### config.mk
export PLATFORM = sky130hd
export DESIGN_NAME = energy_accumulator
export DESIGN_NICKNAME = d
export VERILOG_FILES = /design/src/rtl/energy_pkg.sv /design/src/rtl/energy_accumulator.sv
export SDC_FILE = /design/constraint.sdc
export NUM_CORES = 1
export LEC_CHECK = 0
export ABC_AREA = 0
export BUFFER_PORTS_ARGS = -buffer_cell sky130_fd_sc_hd__buf_4
export CORE_MARGIN = 3
export CORE_UTILIZATION = 54
export DETAILED_ROUTE_END_ITERATION = 8
export PLACE_DENSITY = 0.79
export SLEW_MARGIN = 20
export SYNTH_ARGS = -nofsm -noshare
export SYNTH_HDL_FRONTEND = slang
export SYNTH_SLANG_ARGS = --single-unit
### constraint.sdc
create_clock -name clk -period 13.8 [get_ports clk]
set_input_delay 1.38 -clock clk [delete_from_list [all_inputs] [get_ports clk]]
set_output_delay 1.38 -clock clk [all_outputs]
set_load 0.02 [all_outputs]
### src/rtl/energy_pkg.sv
// energy_pkg: shared types and width helper for the energy accumulator.
//   energy_state_e : IDLE -> ACCUM -> DONE evaluation sequence
//   energy_width   : default accumulator width for a given vector size / J width
package energy_pkg;

    typedef enum logic [1:0] {
        IDLE  = 2'd0,
        ACCUM = 2'd1,
        DONE  = 2'd2
    } energy_state_e;

    // Dot width is (jw+1)+log2(vs); the sum of vs spin-weighted dots needs
    // another log2(vs) bits, plus one so the most negative dot can be negated.
    function automatic int unsigned energy_width(int unsigned vs, int unsigned jw);
        return (jw + 1) + 2 * $clog2(vs) + 1;
    endfunction

endpackage

### src/rtl/energy_accumulator.sv
// energy_accumulator: folds VECTOR_SIZE column dot products into one signed
// Ising energy, weighting each column by the +/-1 spin latched at start.
// Ports:
//   clk, rst           : clock, asynchronous active-high reset
//   start_i, sigma     : begin an evaluation and latch the spin vector
//   clear_i            : synchronous abort back to IDLE
//   dot_valid_i, dot_i : next column's signed dot product
//   busy_o             : evaluation in progress (ACCUM or DONE)
//   col_idx_o          : index of the next expected column
//   energy_valid_o     : one-cycle pulse when energy_o is updated
//   energy_o           : last completed energy
//   err_o              : sticky, dot arrived outside ACCUM
module energy_accumulator
    import energy_pkg::*;
#(
    parameter int unsigned VECTOR_SIZE     = 256,
    parameter int unsigned J_ELEMENT_WIDTH = 4,
    parameter int unsigned DOT_WIDTH       = (J_ELEMENT_WIDTH + 1) + $clog2(VECTOR_SIZE),
    parameter int unsigned ENERGY_WIDTH    = energy_width(VECTOR_SIZE, J_ELEMENT_WIDTH)
) (
    input  logic                           clk,
    input  logic                           rst,
    input  logic                           start_i,
    input  logic                           clear_i,
    input  logic [VECTOR_SIZE-1:0]         sigma,
    input  logic                           dot_valid_i,
    input  logic signed [DOT_WIDTH-1:0]    dot_i,
    output logic                           busy_o,
    output logic [$clog2(VECTOR_SIZE)-1:0] col_idx_o,
    output logic                           energy_valid_o,
    output logic signed [ENERGY_WIDTH-1:0] energy_o,
    output logic                           err_o
);

    localparam int unsigned CNT_W = $clog2(VECTOR_SIZE);
    localparam logic [CNT_W-1:0] LAST_COL = CNT_W'(VECTOR_SIZE - 1);

    energy_state_e                  state;
    logic [VECTOR_SIZE-1:0]         sigma_q;
    logic signed [ENERGY_WIDTH-1:0] acc;
    logic signed [ENERGY_WIDTH-1:0] dot_ext;
    logic signed [ENERGY_WIDTH-1:0] acc_sum;

    // Spin-weighted add; sign-extend first so negating the most negative dot is exact.
    always_comb begin
        dot_ext = ENERGY_WIDTH'(dot_i);
        acc_sum = sigma_q[col_idx_o] ? (acc + dot_ext) : (acc - dot_ext);
    end

    // col_idx_o is the column counter itself; it wraps to 0 as the last column lands.
    always_ff @(posedge clk or posedge rst) begin
        if (rst) begin
            state          <= IDLE;
            sigma_q        <= '0;
            acc            <= '0;
            col_idx_o      <= '0;
            busy_o         <= 1'b0;
            energy_valid_o <= 1'b0;
            energy_o       <= '0;
            err_o          <= 1'b0;
        end else begin
            energy_valid_o <= 1'b0;
            if (clear_i) begin
                state     <= IDLE;
                col_idx_o <= '0;
                busy_o    <= 1'b0;
            end else begin
                case (state)
                    IDLE: begin
                        if (start_i) begin
                            sigma_q   <= sigma;
                            acc       <= '0;
                            col_idx_o <= '0;
                            err_o     <= 1'b0;
                            busy_o    <= 1'b1;
                            state     <= ACCUM;
                        end else if (dot_valid_i) begin
                            err_o <= 1'b1;
                        end
                    end
                    ACCUM: begin
                        if (dot_valid_i) begin
                            acc       <= acc_sum;
                            col_idx_o <= col_idx_o + CNT_W'(1);
                            // Publish together with the pulse so valid and data coincide.
                            if (col_idx_o == LAST_COL) begin
                                energy_o       <= acc_sum;
                                energy_valid_o <= 1'b1;
                                state          <= DONE;
                            end
                        end
                    end
                    DONE: begin
                        if (dot_valid_i) begin
                            err_o <= 1'b1;
                        end
                        busy_o <= 1'b0;
                        state  <= IDLE;
                    end
                    default: begin
                        busy_o <= 1'b0;
                        state  <= IDLE;
                    end
                endcase
            end
        end
    end

endmodule

==> impl_metrics.py, run 1 <==
metrics = {
    "clock_tree": {
        "cts_resized": 0,
        "cts.sinks": 313,
        "root_buffer": "clkbuf_16",
        "clk_latency_ns": 0.53,
        "cts_buffer_depth": 3,
        "cts_setup_buffers": 0,
        "cts.hold.buffers_added": 0,
        "cts_tree": "done",
        "clkTransAtPathRegs_ns": 0.06,
        "cts_buffers": 35,
        "htreeDepth": 2,
    },
    "setup_path": {
        "cp_num_buf_inv": 1,
        "critPathArrivalTime_ns": 7.33,
        "cp_num_cells": 18,
        "critical_path.startpoint_type": "flip-flop",
        "worstSetupPathType": "flip-flop to flip-flop",
        "max_stage_delay_ns": 0.77,
        "rr_worst_depth": 18,
        "worst_ep_required_time_ns": 14.20,
        "critical_path.max_fanout": 36,
        "path_cells": "buf_4 > mux4_2 > mux4_2 > nand2_1 > o311ai_0 > o2111a_1 > nor2_1 > o21ai_0 > xnor2_1 > ha_1 > and3_1 > a221oi_1 > a31oi_1 > o2111a_1 > a221o_1 > a31oi_1 > xor2_1 > o311ai_1",
        "crit_path_top_delay_cell": "dfrtp_4",
        "crit_family": "compound AO/OA/AOI/OAI gates",
        "rrSetupSlack_ns": 6.87,
        "end_kind": "flip-flop",
    },
    "yosys": {
        "synth_ff_type": "dfrtp_1",
        "synth-edff-count": 0,
        "synth_area_sq_um": 15100,
        "avgSynthCellArea_sq_um": 13.89,
        "synthCells": 1087,
        "ys_types": 66,
        "synth_area_leaders": "dfrtp_1 52%, mux2_2 20%, mux4_2 9.1%",
        "yosys_warnings": 0,
        "synth_top_family_by_area": "multiplexers",
        "synth.area.mux_share": 0.3017,
        "synth_compound_area_frac": 0.06605,
        "synth_xor_area_frac": 0.02072,
        "synth_nets": 1386,
        "synth_top_area_frac": 0.5188,
        "synthAdderAreaFrac": 0.02122,
        "ys_seq_area_frac": 0.5188,
        "synthSimpleGateAreaFrac": 0.04732,
        "ys_seq_elements": 313,
        "synth_top_cell_by_area": "dfrtp_1",
        "async_reset_ff_frac": 1.000,
    },
    "routing": {
        "routed_wl_um": 39480,
        "drcViolationCount": 0,
        "wl_per_cell_um": 22.18,
        "via_per_inst": 5.884,
        "num_vias": 10470,
        "initialDrtViolationCount": 829,
        "postRouteAntennaNets": 0,
        "dr.pass1.iters": 5,
    },
    "global_routing": {
        "grt_pass1_vias": 11140,
        "antenna_found_initial": 6,
        "grt_pass1_wl_um": 61280,
        "grt_start_max_net_pins": 185,
        "grt_util_all_layers": 0.2606,
        "overflow": 0,
    },
    "power_and_ir_drop": {
        "powerDensity_nw_per_um2": 148.5,
        "p_int_mw": 2.035,
        "peakVddDrop_v": 0.0001541,
        "seqPwrFrac": 0.424,
        "clockPowerShare": 0.342,
        "design_power_total_mw": 2.803,
        "switching_share": 0.2739,
        "total_switching_power_uw": 767.6,
        "leakage_nw": 8.402,
        "comb_power_share": 0.233,
    },
    "sta": {
        "fin_crit_sh": 0.5021,
        "rsz0062_at_grt": "false",
        "clock_skew_ns": 0.02641,
        "finalMaxSlewViolations": 0,
        "slew_headroom": 0.2413,
        "finalWorstSetupSlack_ns": 6.872,
        "fin_hold_ws_ns": 0.4817,
        "setup_tns_ns": 0,
        "clock.fmax_ghz": 0.1443,
        "finalSetupViolations": 0,
        "tightest_slew_ns": 1.136,
        "period_minus_slack_ns": 6.928,
        "final_hold_viol_count": 0,
    },
    "min_path": {
        "min_path_type": "flip-flop to flip-flop",
        "hold_depth": 2,
    },
    "run": {
        "drv_cap": 0,
    },
    "place": {
        "place_congestion": 0.8900,
        "hpwlAfterDp_um": 28280,
        "place_inst": 1711,
        "port_buffers": 306,
        "place_ws_ns": 6.953,
    },
    "final_layout": {
        "syn2layout_area_growth_pct": 25.00,
        "drive_gt1_frac": 0.5100,
        "stdcell_count": 1780,
        "nets": 1675,
    },
    "floorplan": {
        "core-area_sq_um": 27250,
        "dieHeight_um": 173.2,
        "rows": 60,
        "fp.dieW_um": 173.2,
        "num_io_pins": 307,
        "dieArea_sq_um": 30000,
        "start_util": 0.5540,
    },
    "outcome": {
        "status": "finished clean",
    },
}
layout by cell type, fill, tap and decap left out, drive strengths merged, types with 7 or more instances in the layout:
| master | instances |
|---|---|
| mux2i | 11 |
| and3 | 7 |
| o21ai | 41 |
| nor2 | 25 |
| inv | 18 |
| mux4 | 63 |
| ha | 24 |
| a21o | 11 |
| a22o | 13 |
| dfrtp | 313 |
| nand2 | 62 |
| nand3 | 15 |
| a22oi | 11 |
| or4 | 7 |
| clkbuf | 51 |
| nor3 | 9 |
| a21oi | 20 |
| xnor2 | 18 |
| xor2 | 15 |
| mux2 | 268 |
| or3 | 7 |
| buf | 313 |
flip-flops by register name, summed over array words and instances (netlist names):
| name | count |
|---|---|
| acc | 22 |
| energy_valid_o | 1 |
| energy_o | 22 |
| col_idx_o | 8 |
| state | 2 |
| sigma_q | 256 |
| err_o | 1 |
| busy_o | 1 |
path summary, 6_finish.rpt:
kind,from,endpoint
worst max-delay path,col_idx_o[1]$_DFFE_PP0P_,acc[21]$_DFFE_PP0P_
worst min-delay path,energy_o[10]$_DFFE_PP0P_,energy_o[10]$_DFFE_PP0P_
worst max register to register,col_idx_o[1]$_DFFE_PP0P_,acc[21]$_DFFE_PP0P_
worst min register to register,energy_o[10]$_DFFE_PP0P_,energy_o[10]$_DFFE_PP0P_
max in group asynchronous,rst,sigma_q[204]$_DFFE_PP0P_
min in group asynchronous,rst,sigma_q[133]$_DFFE_PP0P_
Yosys cell counts (all sizes together) (5+ instances only):
cell type  number
a31oi           5
xnor2          18
a22oi          11
mux2i          11
or3             7
and3            7
mux4           63
dfrtp         313
nand3          15
mux2          268
o31ai           5
inv            17
nand4           5
o21ai          41
nor2           25
a22o           13
a21o           11
ha             24
buf            20
a21oi          20
nor3            9
nor2b           5
xor2           15
nand2          62
clkbuf         41
or4             7
metal layers:
| layer | GRT usage | wire length [um] | share of wire |
|---|---|---|---|
| met1 | 0.3352 | 15560 | 0.39 |
| met2 | 0.4322 | 19770 | 0.50 |
| met3 | 0.05995 | 2805 | 0.071 |
| met4 | 0.1030 | 1340 | 0.034 |
| met5 | 0 | 0 | 0 |
per-stage QoR:
step | util | cell area [sq um]
6_report | 0.6925 | 18870
4_1_cts | 0.6916 | 18850
2_1_floorplan | - | 15100
3_5_place_dp | 0.6474 | 17640
5_1_grt | 0.6925 | 18870
3_3_place_gp | 0.6474 | 17640
power groups by stage:
stage	logic, mW	clock network, mW	registers (mW)
3_5_place_dp	0.650	0	1.20
5_1_grt	0.719	1.02	1.21
2_1_floorplan	0.493	0	1.16
4_1_cts	0.653	0.975	1.19
3_3_place_gp	0.627	0	1.19
6_report	0.654	0.959	1.19
layout make-up:
cell class,instances,area (sq um)
Sequential cell,313,7840
Fill cell,1933,8379
Multi-Input combinational cell,696,6912
Tap cell,372,465.4
Clock buffer,51,1047
Antenna cell,6,15.01
Inverter,17,71.32
Timing Repair Buffer,313,2366
Clock inverter,12,155.1
worst reg2reg max path, cell delays in order (launching register included):
cell and delay [ns]:
dfrtp_4 0.77, buf_4 0.56, mux4_2 0.40, mux4_2 0.52, nand2_1 0.08, o311ai_0 0.32, o2111a_1 0.35, nor2_1 0.73
o21ai_0 0.27, xnor2_1 0.28, ha_1 0.32, and3_1 0.20, a221oi_1 0.38, a31oi_1 0.20, o2111a_1 0.31, a221o_1 0.36
a31oi_1 0.35, xor2_1 0.13, o311ai_1 0.28
kinds of logic after synthesis:
logic type	count (synthesis)
AO/OA/AOI/OAI	144
XOR/XNOR	34
adder cells (fa/ha/maj)	25
buffers and inverters	78
flip-flops	313
multiplexers	342
AND/OR/NAND/NOR	151
Note: power is estimated with default switching activity, not from simulation.
==> run 2, diff against run 1 <==
--- a/config.mk
+++ b/config.mk
@@ -8,9 +8,9 @@
 export ABC_AREA = 0
 export BUFFER_PORTS_ARGS = -buffer_cell sky130_fd_sc_hd__buf_4
 export CORE_MARGIN = 3
-export CORE_UTILIZATION = 54
+export CORE_UTILIZATION = 50
 export DETAILED_ROUTE_END_ITERATION = 8
-export PLACE_DENSITY = 0.79
+export PLACE_DENSITY = 0.77
 export SLEW_MARGIN = 20
 export SYNTH_ARGS = -nofsm -noshare
 export SYNTH_HDL_FRONTEND = slang
==> constraint.sdc (replaced) <==
create_clock -name clk -period 6.25 [get_ports clk]
set_input_delay 0.625 -clock clk [delete_from_list [all_inputs] [get_ports clk]]
set_output_delay 0.625 -clock clk [all_outputs]
set_load 0.02 [all_outputs]
==> run 2 against run 1 <==
  * Design area about the same
  * Sequential power rose by 120%
  * Register-to-register slack got worse by 6.3 ns
  * Core utilization is 4.7 points lower
  * Die area increased by 7.7%
==> impl_metrics.py, run 2 (same netlist as run 1, synthesis figures left out) <==
metrics = {
    "final_layout": {
        "regMostFlops": "sigma_q",
        "final_cell_mix": "324 x buf_4, 311 x dfrtp_1, 268 x mux2_2",
        "mostFrequentLayoutCell": "buf_4",
        "drive_gt1_frac": 0.5128,
        "stdcell_area_sq_um": 18890,
        "nets": 1689,
        "syn2layout_area_growth_pct": 25.13,
        "top_regs": "sigma_q: 256 flops, acc: 22 flops, energy_o: 22 flops",
        "diodes": 0,
        "largest_reg_flops": 256,
    },
    "routing": {
        "wl_per_cell_um": 22.12,
        "postRouteAntennaNets": 0,
        "routed_wl_um": 39690,
        "drcViolationCount": 0,
        "dr.pass1.iters": 5,
        "via_per_inst": 5.764,
        "num_vias": 10340,
        "initialDrtViolationCount": 775,
    },
    "place": {
        "port_buffers": 306,
        "place_congestion": 0.8791,
        "hpwlAfterDp_um": 29090,
        "place_area_sq_um": 17780,
    },
    "clock_tree": {
        "cts_buffers": 35,
        "cts_buffer_depth": 3,
        "clk_latency_ns": 0.53,
        "cts_tree": "done",
        "clkTransAtPathRegs_ns": 0.06,
        "cts.hold.buffers_added": 0,
        "root_buffer": "clkbuf_16",
        "htreeDepth": 2,
        "cts.sinks": 313,
    },
    "sta": {
        "fin_hold_ws_ns": 0.1397,
        "clock.fmax_ghz": 0.1750,
        "setup_tns_ns": 0,
        "clock_skew_ns": 0.01927,
        "finalMaxSlewViolations": 0,
        "slew_headroom": 0.3420,
        "final_hold_viol_count": 0,
        "period_minus_slack_ns": 5.715,
        "rsz0062_at_grt": "false",
        "tightest_slew_ns": 0.9871,
        "finalSetupViolations": 0,
        "fin_crit_sh": 0.9143,
    },
    "power_and_ir_drop": {
        "powerDensity_nw_per_um2": 319.6,
        "total_switching_power_mw": 1.668,
        "p_int_mw": 4.369,
        "comb_power_share": 0.241,
        "leakage_nw": 8.429,
        "seqPwrFrac": 0.434,
        "peakVddDrop_v": 0.0002077,
        "clockPowerShare": 0.325,
        "switching_share": 0.2763,
    },
    "global_routing": {
        "grt_start_max_net_pins": 166,
        "grt_pass1_wl_um": 62090,
        "overflow": 0,
        "antenna_found_initial": 1,
        "grt_util_all_layers": 0.2423,
        "grt_pass1_vias": 10950,
    },
    "setup_path": {
        "critical_path.max_fanout": 17,
        "r2r-end": "energy_o[21]$_DFFE_PP0P_",
        "worst_ep_required_time_ns": 6.67,
        "rrSetupSlack_ns": 0.54,
        "rr_worst_depth": 18,
        "worstReg2RegStart": "col_idx_o[0]$_DFFE_PP0P_",
        "end_kind": "flip-flop",
        "worstSetupPathType": "flip-flop to flip-flop",
        "critPathArrivalTime_ns": 6.14,
        "critical_path.startpoint_type": "flip-flop",
    },
    "floorplan": {
        "fp.dieW_um": 179.8,
        "start_util": 0.5162,
        "dieArea_sq_um": 32320,
        "core-area_sq_um": 29250,
        "dieHeight_um": 179.8,
        "num_io_pins": 307,
        "rows": 62,
    },
    "outcome": {
        "status": "finished clean",
    },
    "run": {
        "drv_cap": 0,
    },
    "min_path": {
        "min_path_type": "input pin to asynchronous set/reset pin",
    },
}
-- run 2: worst max path at each step --
| stage | from | to | slack, ns | cells after the start |
|---|---|---|---|---|
| floorplan | col_idx_o[0]$_DFFE_PP0P_ | acc[21]$_DFFE_PP0P_ | 0.97 | 19 |
| global placement | col_idx_o[1]$_DFFE_PP0P_ | acc[21]$_DFFE_PP0P_ | 0.48 | 18 |
| detailed placement | col_idx_o[0]$_DFFE_PP0P_ | acc[21]$_DFFE_PP0P_ | 0.40 | 18 |
| CTS | col_idx_o[1]$_DFFE_PP0P_ | energy_o[21]$_DFFE_PP0P_ | 0.39 | 17 |
| global route | col_idx_o[0]$_DFFE_PP0P_ | energy_o[21]$_DFFE_PP0P_ | 0.08 | 18 |
| finish | col_idx_o[0]$_DFFE_PP0P_ | energy_o[21]$_DFFE_PP0P_ | 0.54 | 18 |
-- run 2: worst max-delay path, stage by stage (launching register included) --
cell	delay [ns]
dfrtp_4	0.58
buf_4	0.40
buf_4	0.28
mux4_2	0.53
a211oi_1	0.24
a31oi_1	0.14
o2111a_1	0.22
nor2_2	0.30
o21ai_0	0.18
xnor2_1	0.23
ha_1	0.30
and3_1	0.20
a221oi_1	0.36
a31oi_1	0.21
o2111a_1	0.31
a221o_1	0.36
a31oi_1	0.35
xor3_1	0.28
o21ai_1	0.12
-- run 2: what timing repair did --
item	in CTS	in global routing
setup buffers	0	0
gates resized for setup	0	1
endpoints found under the setup margin	0	2
-- run 2: layout make-up --
cell class	count	area (sq um)
clock buffers	51	1047
clock inverters	6	51.30
fillers	2185	10350
inverters	17	67.56
multi-input cells	696	6912
flip-flops and latches	313	7840
well taps	384	480.5
repair buffers	327	2492
-- run 2: metrics by stage --
| stage | power (mW) | setup slack, ns | utilization | instances |
|---|---|---|---|---|
| global route | 6.341 | 0.08222 | 0.6459 | 1794 |
| CTS | 6.083 | 0.3917 | 0.6457 | 1794 |
| finish | 6.037 | 0.5355 | 0.6459 | 1794 |
| floorplan | 3.649 | 0.9698 | - | 1087 |
| global placement | 4.043 | 0.4843 | 0.6081 | 1737 |
| detailed placement | 4.098 | 0.4031 | 0.6081 | 1737 |
-- run 2: layer usage --
| layer | global-route usage | part of all wire | vias to the layer above |
|---|---|---|---|
| li1 | - | - | 4653 |
| met1 | 0.3073 | 0.40 | 5240 |
| met2 | 0.3993 | 0.49 | 365 |
| met3 | 0.07579 | 0.083 | 81 |
| met4 | 0.07859 | 0.032 | 2 |
| met5 | 0 | 0.00033 | - |
-- run 2: power groups by stage --
stage	Clock, mW	Sequential, mW	Combinational [mW]
after detailed placement	0	2.65	1.45
after CTS	2.01	2.62	1.46
final	1.96	2.62	1.46
after floorplan	0	2.56	1.09
after global routing	2.08	2.66	1.60
after global placement	0	2.63	1.41
==> run 3, diff against run 2 <==
--- a/config.mk
+++ b/config.mk
@@ -8,9 +8,8 @@
 export ABC_AREA = 0
 export BUFFER_PORTS_ARGS = -buffer_cell sky130_fd_sc_hd__buf_4
 export CORE_MARGIN = 3
-export CORE_UTILIZATION = 50
+export CORE_UTILIZATION = 30
 export DETAILED_ROUTE_END_ITERATION = 8
-export PLACE_DENSITY = 0.77
 export SLEW_MARGIN = 20
 export SYNTH_ARGS = -nofsm -noshare
 export SYNTH_HDL_FRONTEND = slang
==> run 3 against run 2 <==
  * Clock power rose by 14%
  * Clock skew rose by 0.012 ns
  * Fmax fell by 1.3%
  * Register-to-register slack got worse by 0.07 ns
  * Sequential share of layout area fell by 1.5 points
  * Flip-flop and latch count did not move
  * Non-clock buffer count rose by 10
  * Combinational power barely moved
  * Final cell count rose by 17%
  * Critical path type unchanged
  * Largest cell class unchanged
  * Highest routed layer unchanged
==> impl_metrics.py, run 3 (same netlist as run 1, synthesis figures left out) <==
metrics = {
    "clock_tree": {
        "cts.hold.buffers_added": 0,
        "htreeDepth": 2,
        "cts_tree": "done",
        "cts.sinks": 313,
        "cts_buffer_depth": 3,
        "cts_buffers": 37,
        "clk_latency_ns": 0.57,
        "clkTransAtPathRegs_ns": 0.06,
        "root_buffer": "clkbuf_16",
    },
    "sta": {
        "rsz0062_at_grt": "false",
        "final_hold_viol_count": 0,
        "clock.fmax_ghz": 0.1727,
        "period_minus_slack_ns": 5.789,
        "clock_skew_ns": 0.03135,
        "slew_headroom": 0.3104,
        "finalSetupViolations": 0,
        "fin_hold_ws_ns": 0.1323,
        "fin_crit_sh": 0.9263,
        "tightest_slew_ns": 1.031,
        "setup_tns_ns": 0,
        "finalMaxSlewViolations": 0,
    },
    "place": {
        "port_buffers": 306,
        "place_congestion": 0.8791,
        "hpwlAfterDp_um": 31950,
    },
    "routing": {
        "drcViolationCount": 0,
        "initialDrtViolationCount": 793,
        "dr.pass1.iters": 4,
        "via_per_inst": 4.892,
        "postRouteAntennaNets": 0,
        "routed_wl_um": 44420,
        "num_vias": 10250,
        "wl_per_cell_um": 21.19,
    },
    "floorplan": {
        "num_io_pins": 307,
        "start_util": 0.3059,
        "dieArea_sq_um": 53050,
        "rows": 81,
        "dieHeight_um": 230.3,
        "core-area_sq_um": 49360,
        "fp.dieW_um": 230.3,
    },
    "final_layout": {
        "mostFrequentLayoutCell": "buf_4",
        "top_regs": "sigma_q: 256 flops, acc: 22 flops, energy_o: 22 flops",
        "largest_reg_flops": 256,
        "fin_util": 0.3966,
        "nets": 1701,
        "regMostFlops": "sigma_q",
        "final_cell_mix": "329 x buf_4, 311 x dfrtp_1, 268 x mux2_2",
        "drive_gt1_frac": 0.5178,
        "syn2layout_area_growth_pct": 29.67,
    },
    "setup_path": {
        "critPathArrivalTime_ns": 6.24,
        "critical_path.startpoint_type": "flip-flop",
        "end_kind": "flip-flop",
        "worstSetupPathType": "flip-flop to flip-flop",
        "rrSetupSlack_ns": 0.46,
        "worst_ep_required_time_ns": 6.70,
        "critical_path.max_fanout": 28,
    },
    "power_and_ir_drop": {
        "powerDensity_nw_per_um2": 323.8,
        "design_power_total_mw": 6.340,
        "peakVddDrop_v": 0.0002345,
        "leakage_nw": 8.574,
    },
    "global_routing": {
        "grt_start_max_net_pins": 203,
        "grt_pass1_wl_um": 68320,
        "overflow": 0,
        "grt_util_all_layers": 0.1674,
        "antenna_found_initial": 5,
        "grt_pass1_vias": 11140,
    },
    "min_path": {
        "min_path_type": "input pin to asynchronous set/reset pin",
    },
    "run": {
        "drv_cap": 0,
    },
    "outcome": {
        "status": "finished clean",
    },
}
==> run 3: cell count changes in the layout (fill, tap and decap cells not counted), moves of 2 or more <==
cell / before / now
bufinv_16: 0 / 2
clkinvlp_4: 1 / 4
clkbuf_1: 6 / 9
buf_4: 324 / 329
buf_16: 0 / 2
buf_12: 3 / 6
==> run 3: power by group <==
part / internal, mW / switching, mW
Combinational: 0.819 / 0.673
Clock: 1.31 / 0.920
Sequential: 2.40 / 0.215
Total: 4.53 / 1.81
==> run 3: through the flow <==
stage               instance area, sq um  instances  setup WS (ns)
CTS                                19410       2084         0.1721
global route                       19570       2095         0.1082
detailed placement                 18140       2016         0.2216
finish                             19580       2096         0.4609
global placement                   18140       2016         0.1966
floorplan                          15100       1087         0.9698
==> run 3: area by class of cell <==
type                    instances  area [sq um]
repair buffers                337          2645
multi-input cells             696          6924
diodes                          1         2.502
inverters                      17         67.56
fillers                      4685         29780
clock inverters                12         168.9
flip-flops and latches        313          7840
well taps                     664         830.8
clock buffers                  56          1097
==> run 3: layer usage <==
layer	up-vias	GRT usage	share of wire	wire, um
met1	5201	0.2118	0.42	18790
met3	60	0.06306	0.085	3773
met2	289	0.2760	0.47	21090
met5	-	0	0.0014	64
li1	4696	-	-	-
met4	8	0.03196	0.016	698
==> run 3: path summary, 6_finish.rpt <==
| path | startpoint | cells past startpoint | to |
|---|---|---|---|
| max | col_idx_o[1]$_DFFE_PP0P_ | 17 | acc[21]$_DFFE_PP0P_ |
| min | rst | 2 | sigma_q[131]$_DFFE_PP0P_ |
| max reg2reg | col_idx_o[1]$_DFFE_PP0P_ | 17 | acc[21]$_DFFE_PP0P_ |
| min reg2reg | energy_o[0]$_DFFE_PP0P_ | 2 | energy_o[0]$_DFFE_PP0P_ |
| max in group asynchronous | rst | 4 | sigma_q[184]$_DFFE_PP0P_ |
| min in group clk | sigma[87] | 2 | sigma_q[87]$_DFFE_PP0P_ |
==> run 3: timing repair <==
action                                  CTS  global route
setup buffers                             0             9
endpoints found under the setup margin    0             6
gates resized for setup                   0             2
==> run 3: worst max-delay path: stages (launching register included) <==
cell and delay (ns):
dfrtp_4 0.78, mux4_2 0.40, mux4_2 0.57, or4_1 0.47, nand3_2 0.12, a2111oi_4 0.07, nor2_2 0.32, o21ai_0 0.18
xnor2_1 0.24, ha_1 0.31, and3_1 0.19, a221oi_1 0.34, a31oi_1 0.22, o2111a_1 0.31, a221o_1 0.37, a31oi_1 0.35
xor2_1 0.11, o311ai_1 0.30
